--- src/rtl/alu_pkg.sv ---
// Shared ALU definitions: data/immediate widths, opcodes, response FSM states
// and the combinational ALU function used by alu_arbiter.
package alu_pkg;

   localparam int DATA_W = 16;
   localparam int IMM_W  = 4;

   typedef enum logic [2:0] {
      OP_ADD = 3'b000,
      OP_SUB = 3'b001,
      OP_AND = 3'b010,
      OP_OR  = 3'b011,
      OP_SHL = 3'b100,
      OP_SHR = 3'b101,
      OP_SRA = 3'b110,
      OP_ROL = 3'b111
   } alu_op_e;

   typedef enum logic {
      ST_EMPTY = 1'b0,
      ST_FULL  = 1'b1
   } rsp_state_e;

   function automatic logic [DATA_W-1:0] alu_compute(
      input alu_op_e           op,
      input logic [DATA_W-1:0] a,
      input logic [DATA_W-1:0] b,
      input logic [IMM_W-1:0]  imm
   );
      logic [DATA_W-1:0]   result;
      logic [2*DATA_W-1:0] rot;
      // NOTE: every variable gets a default before the case, so no path leaves it unassigned and no latch is inferred.
      result = '0;
      // Rotating the doubled word makes imm=0 fall out naturally as A.
      rot    = {a, a} << imm;
      case (op)
         OP_ADD: result = a + b;
         OP_SUB: result = a - b;
         OP_AND: result = a & b;
         OP_OR:  result = a | b;
         OP_SHL: result = a << imm;
         OP_SHR: result = a >> imm;
         OP_SRA: result = $unsigned($signed(a) >>> imm);
         OP_ROL: result = rot[2*DATA_W-1:DATA_W];
         default: result = '0;
      endcase
      return result;
   endfunction

endpackage

--- src/rtl/rr_arb2.sv ---
// Two-requester round-robin grant. The pointer remembers the last requester
// that actually transferred and only moves when advance is asserted.
module rr_arb2 (
   input  logic       clk,
   input  logic       rst_n,
   input  logic [1:0] valid,
   input  logic       advance,
   output logic [1:0] grant
);

   logic last_q, last_d;

   always_comb begin
      grant  = valid;
      last_d = last_q;
      if (valid == 2'b11) begin
         grant = last_q ? 2'b01 : 2'b10;
      end
      if (advance) begin
         last_d = grant[1];
      end
   end

   // Reset to "requester 1 went last" so requester 0 wins the first tie.
   always_ff @(posedge clk or negedge rst_n) begin
      if (!rst_n) begin
         last_q <= 1'b1;
      end else begin
         // NOTE: non-blocking assignment so every register samples pre-edge values.
         last_q <= last_d;
      end
   end

endmodule

--- src/rtl/alu_arbiter.sv ---
// Two requesters share one ALU through a round-robin grant and a one-entry
// result register. Define ALU_ARBITER_FLAGS_EN to add rsp_zero/rsp_neg outputs.
module alu_arbiter
   import alu_pkg::*;
#(
   parameter int CNT_W = 16
) (
   input  logic              clk,
   input  logic              rst_n,
   input  logic              req0_valid,
   output logic              req0_ready,
   input  logic [2:0]        req0_op,
   input  logic [DATA_W-1:0] req0_a,
   input  logic [DATA_W-1:0] req0_b,
   input  logic [IMM_W-1:0]  req0_imm,
   input  logic              req1_valid,
   output logic              req1_ready,
   input  logic [2:0]        req1_op,
   input  logic [DATA_W-1:0] req1_a,
   input  logic [DATA_W-1:0] req1_b,
   input  logic [IMM_W-1:0]  req1_imm,
   output logic              rsp_valid,
   input  logic              rsp_ready,
   output logic [DATA_W-1:0] rsp_data,
   output logic              rsp_id,
   output logic [CNT_W-1:0]  op_count
`ifdef ALU_ARBITER_FLAGS_EN
   ,
   output logic              rsp_zero,
   output logic              rsp_neg
`endif
);

   rsp_state_e        state_q, state_d;
   logic [DATA_W-1:0] data_q, data_d;
   logic              id_q, id_d;
   logic [CNT_W-1:0]  count_q, count_d;
   logic [1:0]        grant;
   logic [1:0]        ready;
   logic              can_accept;
   logic              xfer;
   logic [DATA_W-1:0] result;

   rr_arb2 u_rr_arb2 (
      .clk    (clk),
      .rst_n  (rst_n),
      .valid  ({req1_valid, req0_valid}),
      .advance(xfer),
      .grant  (grant)
   );

   // Ready looks only at grant and output-register space, never at the
   // payload; it is also forced low while reset is held.
   always_comb begin
      can_accept = (state_q == ST_EMPTY) || rsp_ready;
      ready      = rst_n ? (grant & {2{can_accept}}) : 2'b00;
      xfer       = |ready;
      result     = ready[1] ? alu_compute(alu_op_e'(req1_op), req1_a, req1_b, req1_imm)
                            : alu_compute(alu_op_e'(req0_op), req0_a, req0_b, req0_imm);
   end

   assign req0_ready = ready[0];
   assign req1_ready = ready[1];

   always_comb begin
      state_d = state_q;
      data_d  = data_q;
      id_d    = id_q;
      count_d = count_q;
      if (state_q == ST_FULL && rsp_ready) begin
         count_d = count_q + CNT_W'(1);
      end
      case (state_q)
         ST_EMPTY: if (xfer) state_d = ST_FULL;
         ST_FULL:  if (rsp_ready && !xfer) state_d = ST_EMPTY;
         default:  state_d = ST_EMPTY;
      endcase
      if (xfer) begin
         data_d = result;
         id_d   = ready[1];
      end
   end

   always_ff @(posedge clk or negedge rst_n) begin
      if (!rst_n) begin
         state_q <= ST_EMPTY;
         data_q  <= '0;
         id_q    <= 1'b0;
         count_q <= '0;
      end else begin
         state_q <= state_d;
         data_q  <= data_d;
         id_q    <= id_d;
         count_q <= count_d;
      end
   end

   assign rsp_valid = (state_q == ST_FULL);
   assign rsp_data  = data_q;
   assign rsp_id    = id_q;
   assign op_count  = count_q;

`ifdef ALU_ARBITER_FLAGS_EN
   logic zero_q, neg_q;

   always_ff @(posedge clk or negedge rst_n) begin
      if (!rst_n) begin
         zero_q <= 1'b0;
         neg_q  <= 1'b0;
      end else if (xfer) begin
         zero_q <= (result == '0);
         neg_q  <= result[DATA_W-1];
      end
   end

   assign rsp_zero = zero_q;
   assign rsp_neg  = neg_q;
`endif

endmodule

--- config.mk ---
export PLATFORM = sky130hd
export DESIGN_NAME = alu_arbiter
export DESIGN_NICKNAME = d
export VERILOG_FILES = /design/src/rtl/alu_pkg.sv /design/src/rtl/rr_arb2.sv /design/src/rtl/alu_arbiter.sv
export SDC_FILE = /design/constraint.sdc
export NUM_CORES = 1
export LEC_CHECK = 0
export BUFFER_PORTS_ARGS = -buffer_cell sky130_fd_sc_hd__clkbuf_2
export CORE_MARGIN = 1
export CORE_UTILIZATION = 30
export CTS_CLUSTER_SIZE = 28
export DETAILED_ROUTE_END_ITERATION = 8
export HOLD_SLACK_MARGIN = 0.12
export PLACE_DENSITY = 0.53
export SYNTH_ARGS = -nofsm -noshare
export SYNTH_HDL_FRONTEND = slang
export SYNTH_SLANG_ARGS = --single-unit
--- constraint.sdc ---
create_clock -name clk -period 2.96 [get_ports clk]
set_input_delay 0.296 -clock clk [delete_from_list [all_inputs] [get_ports clk]]
set_output_delay 0.296 -clock clk [all_outputs]
set_load 0.01 [all_outputs]
-- Word level (Yosys, flattened, before mapping)
Index checks and enable logic that the tools add are counted.
- register bits: 35
- input bits: 83
- output and inout port bits: 36
- logic and storage cells: 55
- add/subtract/negate cells: 5
- equal/unequal tests: 15
- shift operators: 8
- multiplexer cells: 9
- bitwise operators: 6
- reductions and logical operators: 7
- operators with widths (operator ; number):
    16-bit one-hot mux with 8 select lines ; 2
    32-bit by 4-bit << shifter with 32-bit output ; 2
    16-bit adder ; 2
    16-bit bitwise AND ; 2
    16-bit OR ; 2
    16-bit by 4-bit << shifter with 16-bit output ; 2
    16-bit by 4-bit >> shifter with 16-bit output ; 2
    16-bit by 4-bit >>> shifter with 16-bit output ; 2
    16-bit subtractor ; 2
    3-bit == test, second input constant ; 8
    16-bit by 1-bit adder with 16-bit output, second input constant ; 1
    16-bit 2-to-1 mux ; 1
    3-bit by 2-bit == test with 1-bit output, second input constant ; 4
    3-bit by 1-bit == test with 1-bit output, second input constant ; 2
    3-bit logical NOT ; 2
    2-bit 2-to-1 mux ; 3
    2-bit bitwise AND ; 1
    2-bit == test, second input constant ; 1
    1-bit logical AND ; 2
    1-bit 2-to-1 mux ; 2
    1-bit one-hot mux with 2 select lines ; 1
    2-bit OR reduction ; 1
    1-bit logical NOT ; 1
    1-bit logical OR ; 1
    1-bit inverter ; 1

-- Longest topological paths before layout
Gate-level depths: netlist of run 1.
- depth in word-level cells: 9
- mapped depth: 16
- depth with buffers taken out: 16

-- Hierarchy
From an unflattened synthesis of run 1, not the netlist that was laid out.
- cells, all modules: 1052
- area total of the unflattened synthesis: 8031.5 um2
- modules (own cells, without submodules) (module ; times used ; cells an instance ; area an instance (um2) ; sequential area each (um2)):
    alu_arbiter ; 1 ; 1047 ; 7967.6 ; 850.8
    rr_arb2 ; 1 ; 5 ; 63.8 ; 26.3

-- Worst setup path before layout of run 1
OpenSTA, ideal clock, no wires.
- kind: input-to-reg
- start point: input req1_op[0]
- end point: register data_q[14] (netlist: rsp_data[14])
- setup time: 0.131 ns
- arrival: 3.259 ns
- data required time: 2.829 ns
- slack: -0.430 ns
- stages: 16
- path buffers: 4
- cells stage by stage: buf_2 clkbuf_1 clkbuf_1 nand2_1 clkbuf_1 nor2_1 a21oi_1 fa_1 a211o_1 a21o_1 a211oi_1 o21ai_1 a41oi_1 xnor2_1 o21ai_0 nand3_1
- cells in the longest elaborated chain, start to end: 3
- elaborated cells on any way between the ends: 10
- those cells by class: eq/ne: 7; mux: 2; reduce/logical: 1
- ends and longest elaborated chain (item ; line ; text):
    start: declaration ; alu_arbiter.sv:18 ; input logic [2:0] req1_op,
    3-bit == test (tied with other cells) ; alu_pkg.sv:36 ; case (op)
    16-bit one-hot mux with 8 select lines * ; alu_pkg.sv:36 ;
    16-bit 2-to-1 mux * ; alu_arbiter.sv:58 ; result = ready[1] ? alu_compute(alu_op_e'(req1_op), req1_a, req1_b, req1_imm)
    end signal: assignment ; alu_arbiter.sv:92 ; data_q <= data_d;
    end: declaration ; alu_arbiter.sv:35 ; logic [DATA_W-1:0] data_q, data_d;
Every way passes the cells marked *; elsewhere a longest branch is shown, timed or not.
A chain may end at the register's enable or synchronous reset.

-- Worst setup path after layout of run 1
- start point: input req1_b[1]
- end point: register data_q[13] (netlist: rsp_data[13])
- cells in the longest elaborated chain, start to end: 3
- elaborated cells on any way between the ends: 4
- those cells by class: add/sub: 2; mux: 2
- ends and longest elaborated chain (item ; line ; text):
    start: declaration ; alu_arbiter.sv:20 ; input logic [DATA_W-1:0] req1_b,
    16-bit subtractor / 16-bit adder (equally long branches) ; alu_pkg.sv:38, alu_pkg.sv:37 ;
    16-bit one-hot mux with 8 select lines * ; alu_pkg.sv:36 ;
    16-bit 2-to-1 mux * ; alu_arbiter.sv:58 ;
Marks and branches as above.

==> results of run 1 <==
kinds of logic after synthesis:
group / count (synthesis)
and+or+nand+nor: 316
AOI/OAI and AO/OA: 346
adders and majority gates: 48
xor gates and xnor gates: 70
DFF: 35
buffers and inverters: 101
muxes: 112
routing by layer:
layer,track usage,vias up,part of all wire
li1,-,4217,-
met1,0.3318,4210,0.48
met2,0.3446,362,0.43
met3,0.03183,50,0.064
met4,0.06690,0,0.028
met5,0,-,0
state kept, by name (all words and copies together) (netlist names):
register          cells
rsp_id                1
u_rr_arb2.last_q      1
op_count             16
rsp_data             16
rsp_valid             1
power by group through the flow:
stage | clock network, W | registers, W | logic [W]
2_1_floorplan | 0 | 0.000754 | 0.00114
3_3_place_gp | 0 | 0.000742 | 0.00198
3_5_place_dp | 0 | 0.000743 | 0.00198
4_1_cts | 0.000626 | 0.000737 | 0.00199
5_1_grt | 0.000644 | 0.000755 | 0.00220
6_report | 0.000614 | 0.000743 | 0.00202
layout make-up:
| type | instances | area [µm²] | area share |
|---|---|---|---|
| flip-flops and latches | 35 | 877.1 | 0.09115 |
| repair buffers | 242 | 1536 | 0.1597 |
| multi-input cells | 892 | 6514 | 0.6769 |
| clock buffers | 6 | 138.9 | 0.01443 |
| inverters | 29 | 108.9 | 0.01131 |
| clock inverters | 2 | 35.03 | 0.003641 |
| well taps | 330 | 412.9 | 0.04291 |
cell usage in the layout (no fill, tap or decap), types with 23 or more instances in the layout:
cell type,count
a21o_1,24
mux2_2,24
nor3_1,27
mux4_2,23
xor2_1,26
o21ai_0,74
inv_1,25
a21oi_1,87
xnor2_1,44
clkbuf_2,118
nand2_1,81
mux2i_1,65
buf_4,122
dfrtp_1,34
nand3_1,28
nor2_1,94
ha_1,35
worst max-delay path by stage:
stage | from | to | slack (ps)
2_1_floorplan | req0_op[1] | rsp_data[15] | -30
3_3_place_gp | req1_b[0] | rsp_data[15] | -240
3_5_place_dp | req1_b[0] | rsp_data[15] | -290
4_1_cts | req1_op[2] | rsp_data[7] | 50
5_1_grt | req1_b[1] | rsp_data[13] | -3
6_report | req1_b[1] | rsp_data[13] | 80
worst min-delay path: cells and delay by family:
kind	cells	cell delay, ps
buffers and inverters	1	100
xor gates and xnor gates	1	70
and+or+nand+nor	1	110
repair_timing:
item | CTS | global route
cloned | 0 | 0
hold buffers | 1 | 0
endpoints found under the hold margin | 34 | 0
resized for setup | 1 | 22
endpoints found under the setup margin | 1 | 5
pin swaps | 0 | 8
setup buffers | 0 | 1
per-stage QoR:
stage	worst slack (ps)	instance area [µm²]	utilization	TNS [ps]
after global routing	-2.504	9623	0.3821	-2.504
after CTS	49.18	9539	0.3788	0
final	81.09	9623	0.3821	0
after global placement	-237.8	9348	0.3712	-758.1
after floorplan	-27.38	7818	-	-27.38
after detailed placement	-289.8	9348	0.3712	-987.8
==> run_results.csv, run 1 <==
group,metric,value,unit
worst_setup_path,crit_buf_inv,3,
clock_tree,cts_buffers,5,
power,p_int,0.001913,W
clock_tree,clock-root-buffer,"clkbuf_16",
die,start_util,0.3064,
sta,fmax,347.4,MHz
worst_setup_path,critPathMaxStageDelay,430,ps
clock_tree,path_clk_slew,60,ps
sta,setup_viol,0,
drt,drt_wl_total,30.56,mm
worst_setup_path,r2r_end,"rsp_data[2]",
power,sw_frac_of_total,0.4330,
placed_design,port_buffers,118,
drt,dr.pass1.iters,5,
finish,num_antenna_cells,0,
synthesis,ys_types,79,
worst_hold_path,min_to,"op_count[2]",
die,ios,119,
placed_design,gp_congestion,0.9491,
power,power_frac_seq,0.220,
clock_tree,insertion_delay,280,ps
worst_setup_path,cp_top_family,"simple AND/OR/NAND/NOR gates",
worst_setup_path,cp_cell_sequence,"clkbuf_2 -> buf_4 -> nor3_1 -> nand2_1 -> nor4_1 -> buf_4 -> nor2_1 -> xnor2_1 -> ha_1 -> or3_1 -> o21ai_2 -> nor2_1 -> xnor2_1 -> o221ai_1 -> a221o_1",
worst_setup_path,reg2reg_depth,8,
synthesis,yosys.cell_count.top_type,"nor2_1",
sta,finalMaxSlewViolations,0,
synthesis,ys_warn_count,0,
drt,drtIter0Drc,910,
sta,post-route-period-util,0.9726,
finish,final_net_count,1327,
synthesis,synth_fp_nets,1150,
sta,hold_viol,0,
die,core_area,25180,µm²
synthesis,syn-cell-area,7716,µm²
synthesis,synthTopCellsByCount,"nor2_1, a21oi_1, nand2_1",
synthesis,synth-xor-area-share,0.07946,
finish,fillCellCount,2674,
placed_design,dpl.cell_count,1526,
power,leakagePower,4.306,nW
synthesis,ys_seq_area_frac,0.1137,
job,drv_cap,0,
status,status,"finished clean",
synthesis,syn_inst,1028,
worst_setup_path,worst_ep_required_time,3120,ps
synthesis,ys.flop_type,"dfrtp_1",
synthesis,synth_top_family_by_area,"compound AO/OA/AOI/OAI gates",
power,pwr-share-clk,0.182,
placed_design,hpwlAfterDp,24.91,mm
clock_tree,cts_tree,"done",
worst_setup_path,slowest_stage,"nor4_1",
worst_setup_path,critPathKind,"in -> reg",
worst_setup_path,r2r-start,"rsp_valid",
die,dieArea,26370,µm²
clock_tree,cts.sink_count,35,
sta,whs,358.5,ps
synthesis,synthArstFlopShare,1.000,
worst_setup_path,r2r_slack,580,ps
worst_setup_path,crit_fanout,4,
grt,grt_pass1_vias,8127,
worst_hold_path,min_path_type,"in -> reg",
synthesis,synth_fa_ha_area_frac,0.07686,
synthesis,synth-simple-area-share,0.1939,
sta,fin_worst_skew,7.773,ps
grt,grt_pass1_wl,46.75,mm
synthesis,synth_edf_count,0,
finish,area_growth,24.71,%
worst_setup_path,end_kind,"register",
synthesis,synth_area_leader_cell,"dfrtp_1",
die,die_w,162.4,µm
clock_tree,cts.path.max_buffers,2,
synthesis,synth_top_area_share,0.1103,
power,ir_drop,365.8,µV
synthesis,synth_compound_area_frac,0.2917,
worst_setup_path,cp_num_cells,15,
power,combPwrFrac,0.598,
finish,drive_gt1_frac,0.2803,
drt,via_per_inst,5.755,
sta,tightest_slew,1101,ps
die,rows,58,
worst_setup_path,startpoint_type,"input pin",
sta,relSlewSlack,0.2635,
grt,antenna_found_initial,0,
drt,final_antenna_net_count,0,
grt,track_usage,0.2278,
drt,wl_per_cell,19.90,µm
sta,period_needed,2879,ps
synthesis,synthTopCellsByArea,"dfrtp_1, mux2i_1, mux4_2",
synthesis,synthMuxAreaShare,0.1865,
worst_hold_path,min-delay-start,"rsp_ready",
synthesis,avgSynthCellArea,7.506,µm²
power,powerDensity,350.6,nW/µm²
grt,grt_max_degree,37,
power,power_switching,0.001461,W
synthesis,synth_seq_cells,35,
die,die-height,162.4,µm
worst_hold_path,whs_path_depth,3,
worst_setup_path,crit_arrival,3040,ps
drt,drc_errors,0,
clock_tree,cts_max_level,2,
power,fin_total_pwr,0.003374,W
finish,stdcell_count,1536,
grt,overflow,0,
drt,vias,8839,
Note: power is estimated with default switching activity, not from simulation.
==> run 2: changes to the inputs <==
CORE_ASPECT_RATIO = 2   (was unset)
==> run_results.csv, run 2 (synthesis gave the netlist of run 1 again) <==
group,metric,value,unit
worst_setup_path,crit_fanout,3,
placed_design,gp_congestion,1.033,
grt,track_usage,0.2666,
drt,drt_wl_total,34.73,mm
sta,tightest_slew,883.9,ps
sta,fmax,350.3,MHz
clock_tree,clock-root-buffer,"clkbuf_16",
die,start_util,0.3070,
grt,grt_pass1_vias,9219,
worst_hold_path,min_path_type,"in -> reg",
worst_setup_path,startpoint_type,"input pin",
worst_hold_path,whs_path_depth,3,
clock_tree,path_clk_slew,60,ps
die,core_area,25140,µm²
sta,setup_viol,0,
placed_design,port_buffers,118,
drt,top_layer_used,"met5",
finish,seqCellArea,877.1,µm²
drt,wl_met1,11.29,mm
finish,stdcell_count,1571,
clock_tree,cts_max_level,2,
grt,grt_pass1_wl,52.58,mm
drt,via_per_inst,5.722,
clock_tree,cts.path.max_buffers,2,
die,rows,82,
die,dieArea,26410,µm²
finish,multi_input_area,6541,µm²
worst_setup_path,r2r_slack,820,ps
grt,grt_max_degree,31,
drt,dr.pass1.iters,5,
sta,relSlewSlack,0.4033,
die,die_w,115.4,µm
drt,route.met3.wl,1.465,mm
power,ir_drop,202.7,µV
die,die-height,228.8,µm
finish,fin_area,9902,µm²
worst_setup_path,reg2reg_depth,9,
sta,whs,368.2,ps
clock_tree,cts_buffers,5,
sta,hold_viol,0,
drt,wl_per_cell,22.11,µm
drt,drtIter0Drc,584,
clock_tree,insertion_delay,280,ps
sta,fin_worst_skew,7.739,ps
power,powerDensity,355.6,nW/µm²
placed_design,dpl.cell_count,1558,
finish,area_growth,28.33,%
placed_design,placedInstanceArea,9550,µm²
drt,route.met2.wl,18.85,mm
sta,period_needed,2854,ps
power,leakagePower,4.445,nW
sta,finalMaxSlewViolations,0,
placed_design,hpwlAfterDp,28.63,mm
drt,final_antenna_net_count,0,
clock_tree,cts.sink_count,35,
worst_setup_path,end_kind,"register",
sta,rsz0062_at_grt,"yes",
finish,mostFrequentLayoutCell,"buf_4",
worst_setup_path,crit_arrival,3030,ps
finish,fillCellCount,2705,
grt,antenna_found_initial,3,
sta,setup_tns,0,ps
finish,final_cell_mix,"buf_4, clkbuf_2, nor2_1",
clock_tree,cts_tree,"done",
drt,drc_errors,0,
worst_setup_path,worst_ep_required_time,3130,ps
grt,overflow,0,
finish,final_net_count,1354,
drt,vias,8990,
die,ios,119,
sta,post-route-period-util,0.9643,
worst_setup_path,critPathKind,"in -> reg",
job,drv_cap,0,
finish,drive_gt1_frac,0.3001,
status,status,"finished clean",
[run 2: where the power goes]
group / total, W / internal (W) / switching (W) / leakage, nW
Combinational: 0.00212 / 0.000926 / 0.00119 / 3.91
Sequential: 0.000725 / 0.000607 / 0.000118 / 0.446
Clock: 0.000677 / 0.000483 / 0.000194 / 0.0911
Total: 0.00352 / 0.00202 / 0.00151 / 4.45
[run 2: path summary, 6_finish.rpt]
kind | from | endpoint
hold / removal | rsp_ready | op_count[2]
max in group asynchronous | rst_n | rsp_data[5]
setup / recovery | req0_b[1] | rsp_data[15]
setup reg to reg | rsp_valid | rsp_data[8]
min in group asynchronous | rst_n | op_count[0]
hold reg to reg | op_count[15] | op_count[15]
[run 2: metal layers]
| metal | vias to the layer above | GRT usage |
|---|---|---|
| met5 | - | 0 |
| met4 | 2 | 0.2151 |
| met3 | 133 | 0.03288 |
| met2 | 319 | 0.5022 |
| met1 | 4277 | 0.2479 |
| li1 | 4259 | - |
[run 2: what timing repair did]
item                       4_1_cts  5_1_grt
gates resized for setup          0       36
hold endpoints to repair         5        0
setup endpoints to repair        0        8
hold buffers                     1        0
setup buffers                    0        2
[run 2: final cells by class]
class	instances	area share
flip-flops and latches	35	0.08858
clock inverters	2	0.006065
inverters	29	0.01150
diodes	2	0.0005054
clock buffers	6	0.01301
well taps	336	0.04246
repair buffers	269	0.1773
multi-input cells	892	0.6606
[run 2: stage by stage]
step	util	power, W	setup WS [ps]
floorplan	-	0.001898	-27.38
global placement	0.3799	0.002780	-250.0
global route	0.3939	0.003745	-51.13
finish	0.3939	0.003521	105.6
detailed placement	0.3799	0.002790	-285.3
CTS	0.3879	0.003483	21.08
[run 2: worst max-delay path, cell delays in order]
cell and delay [ps]:
buf_8 100, inv_4 50, ha_4 140, nor3b_4 180, nor2_2 50, xnor2_1 120, ha_1 280, a21o_1 210
or3_4 350, o211ai_4 200, o211ai_1 200, nand3_1 130, nand3_1 80, or4_1 410, a31o_1 220
==> run 3: changes to the inputs <==
GPL_ROUTABILITY_DRIVEN = 0   (was unset)
REMOVE_ABC_BUFFERS = 1   (was unset)
clock period = 3.29 ns   (was 2.96 ns; I/O delays follow)
==> run_results.csv, run 3 (synthesis gave the netlist of run 1 again) <==
group,metric,value,unit
worst_hold_path,min_path_type,"in -> reg",
die,ios,119,
clock_tree,cts_max_level,2,
sta,post-route-period-util,0.9406,
die,die-height,228.8,µm
power,fin_total_pwr,0.002917,W
grt,grt_pass1_vias,8838,
grt,grt_pass1_wl,48.73,mm
sta,fin_worst_skew,8.789,ps
worst_setup_path,end_kind,"register",
worst_setup_path,worst_ep_required_time,3460,ps
placed_design,hpwlAfterDp,26.09,mm
sta,rsz0062_at_grt,"no",
finish,final_net_count,1273,
worst_setup_path,crit_buf_inv,3,
clock_tree,cts.sink_count,35,
placed_design,dpl.cell_count,1479,
finish,final_cell_mix,"clkbuf_2, nor2_1, a21oi_1",
drt,drtIter0Drc,582,
worst_setup_path,startpoint_type,"input pin",
clock_tree,cts.path.max_buffers,2,
worst_setup_path,crit_fanout,4,
sta,setup_viol,0,
worst_setup_path,critPathKind,"in -> reg",
finish,num_antenna_cells,0,
grt,antenna_found_initial,0,
finish,drive_gt1_frac,0.2240,
worst_setup_path,cp_cell_sequence,"clkbuf_2 -> buf_4 -> nor3_1 -> nand2_1 -> nor4_1 -> buf_4 -> nor2_1 -> xnor2_1 -> ha_1 -> or3_1 -> o21ai_0 -> nor2_1 -> xnor2_1 -> o221ai_1 -> a221o_1",
clock_tree,clock-root-buffer,"clkbuf_16",
status,status,"finished clean",
clock_tree,path_clk_slew,60,ps
worst_setup_path,critPathMaxStageDelay,460,ps
finish,area_growth,18.31,%
worst_setup_path,crit_arrival,3260,ps
drt,dr.pass1.iters,7,
sta,tightest_slew,904.3,ps
power,powerDensity,319.5,nW/µm²
drt,drt_wl_total,31.67,mm
drt,vias,8596,
job,drv_cap,0,
clock_tree,insertion_delay,290,ps
clock_tree,cts_buffers,5,
sta,setup_slack,195.5,ps
grt,track_usage,0.2427,
placed_design,pre_cts_ws,-82.03,ps
sta,fmax,323.2,MHz
finish,stdcell_count,1488,
grt,grt_max_degree,37,
drt,wl_per_cell,21.28,µm
drt,via_per_inst,5.777,
grt,gr-usage-met2,0.4652,
worst_setup_path,cp_top_family,"simple AND/OR/NAND/NOR gates",
sta,finalMaxSlewViolations,0,
sta,period_needed,3095,ps
clock_tree,cts_tree,"done",
grt,busiest_layer,"met2",
die,rows,82,
die,die_w,115.4,µm
die,dieArea,26410,µm²
die,core_area,25140,µm²
sta,setup_tns,0,ps
worst_setup_path,slowest_stage,"nor4_1",
sta,relSlewSlack,0.3935,
drt,drc_errors,0,
power,leakagePower,4.021,nW
finish,mostFrequentLayoutCell,"clkbuf_2",
die,start_util,0.3070,
power,ir_drop,159.3,µV
grt,grt.met3_usage,0.02015,
placed_design,port_buffers,118,
grt,gr-usage-met1,0.2278,
sta,hold_viol,0,
clock_tree,postCtsSetupRepairBufs,0,
drt,final_antenna_net_count,0,
grt,overflow,0,
run 3: tightest hold or removal path, cell delays in order:
cell	delay (ps)
clkbuf_2	110
nand3_1	120
xnor2_1	70
run 3: layout make-up:
type | count | area (µm²)
Clock buffer | 5 | 125.1
Clock inverter | 3 | 43.79
Fill cell | 2736 | 16010
Inverter | 29 | 108.9
Multi-Input combinational cell | 892 | 6397
Sequential cell | 35 | 877.1
Tap cell | 336 | 420.4
Timing Repair Buffer | 188 | 1156
run 3: worst paths after layout:
| check | from | endpoint | slack (ps) | cells after the start |
|---|---|---|---|---|
| min in group asynchronous | rst_n | rsp_valid | 410 | 2 |
| worst max-delay path | req1_b[1] | rsp_data[13] | 200 | 15 |
| max in group asynchronous | rst_n | u_rr_arb2.last_q | 2220 | 3 |
| worst min register to register | op_count[15] | op_count[15] | 480 | 1 |
| worst max register to register | rsp_valid | rsp_data[5] | 1210 | 8 |
| worst min-delay path | rsp_ready | op_count[2] | 380 | 3 |
run 3: power breakdown:
part           switching (W)  internal [W]  leakage, nW
clock               0.000197      0.000357       0.0838
sequential          0.000122      0.000546        0.446
combinational       0.000975      0.000720         3.49
total                0.00129       0.00162         4.02
run 3: per-stage QoR:
step,cell area [µm²],hold WS [ps],util
global placement,8945,126.8,0.3558
floorplan,7378,33.41,-
finish,9129,382.7,0.3632
CTS,9124,383.9,0.3630
detailed placement,8945,128.9,0.3558
global route,9129,412.8,0.3632
run 3: routing by layer:
| layer | wire length, µm | vias to the layer above |
|---|---|---|
| met5 | 0 | - |
| met3 | 1198 | 125 |
| met4 | 2475 | 0 |
| met2 | 17370 | 313 |
| li1 | - | 4105 |
| met1 | 10620 | 4053 |
run 3: what timing repair did:
item | in CTS | in global routing
endpoints found under the hold margin | 1 | 0
hold buffers | 1 | 0
gates resized for setup | 0 | 2
setup endpoints to repair | 0 | 1
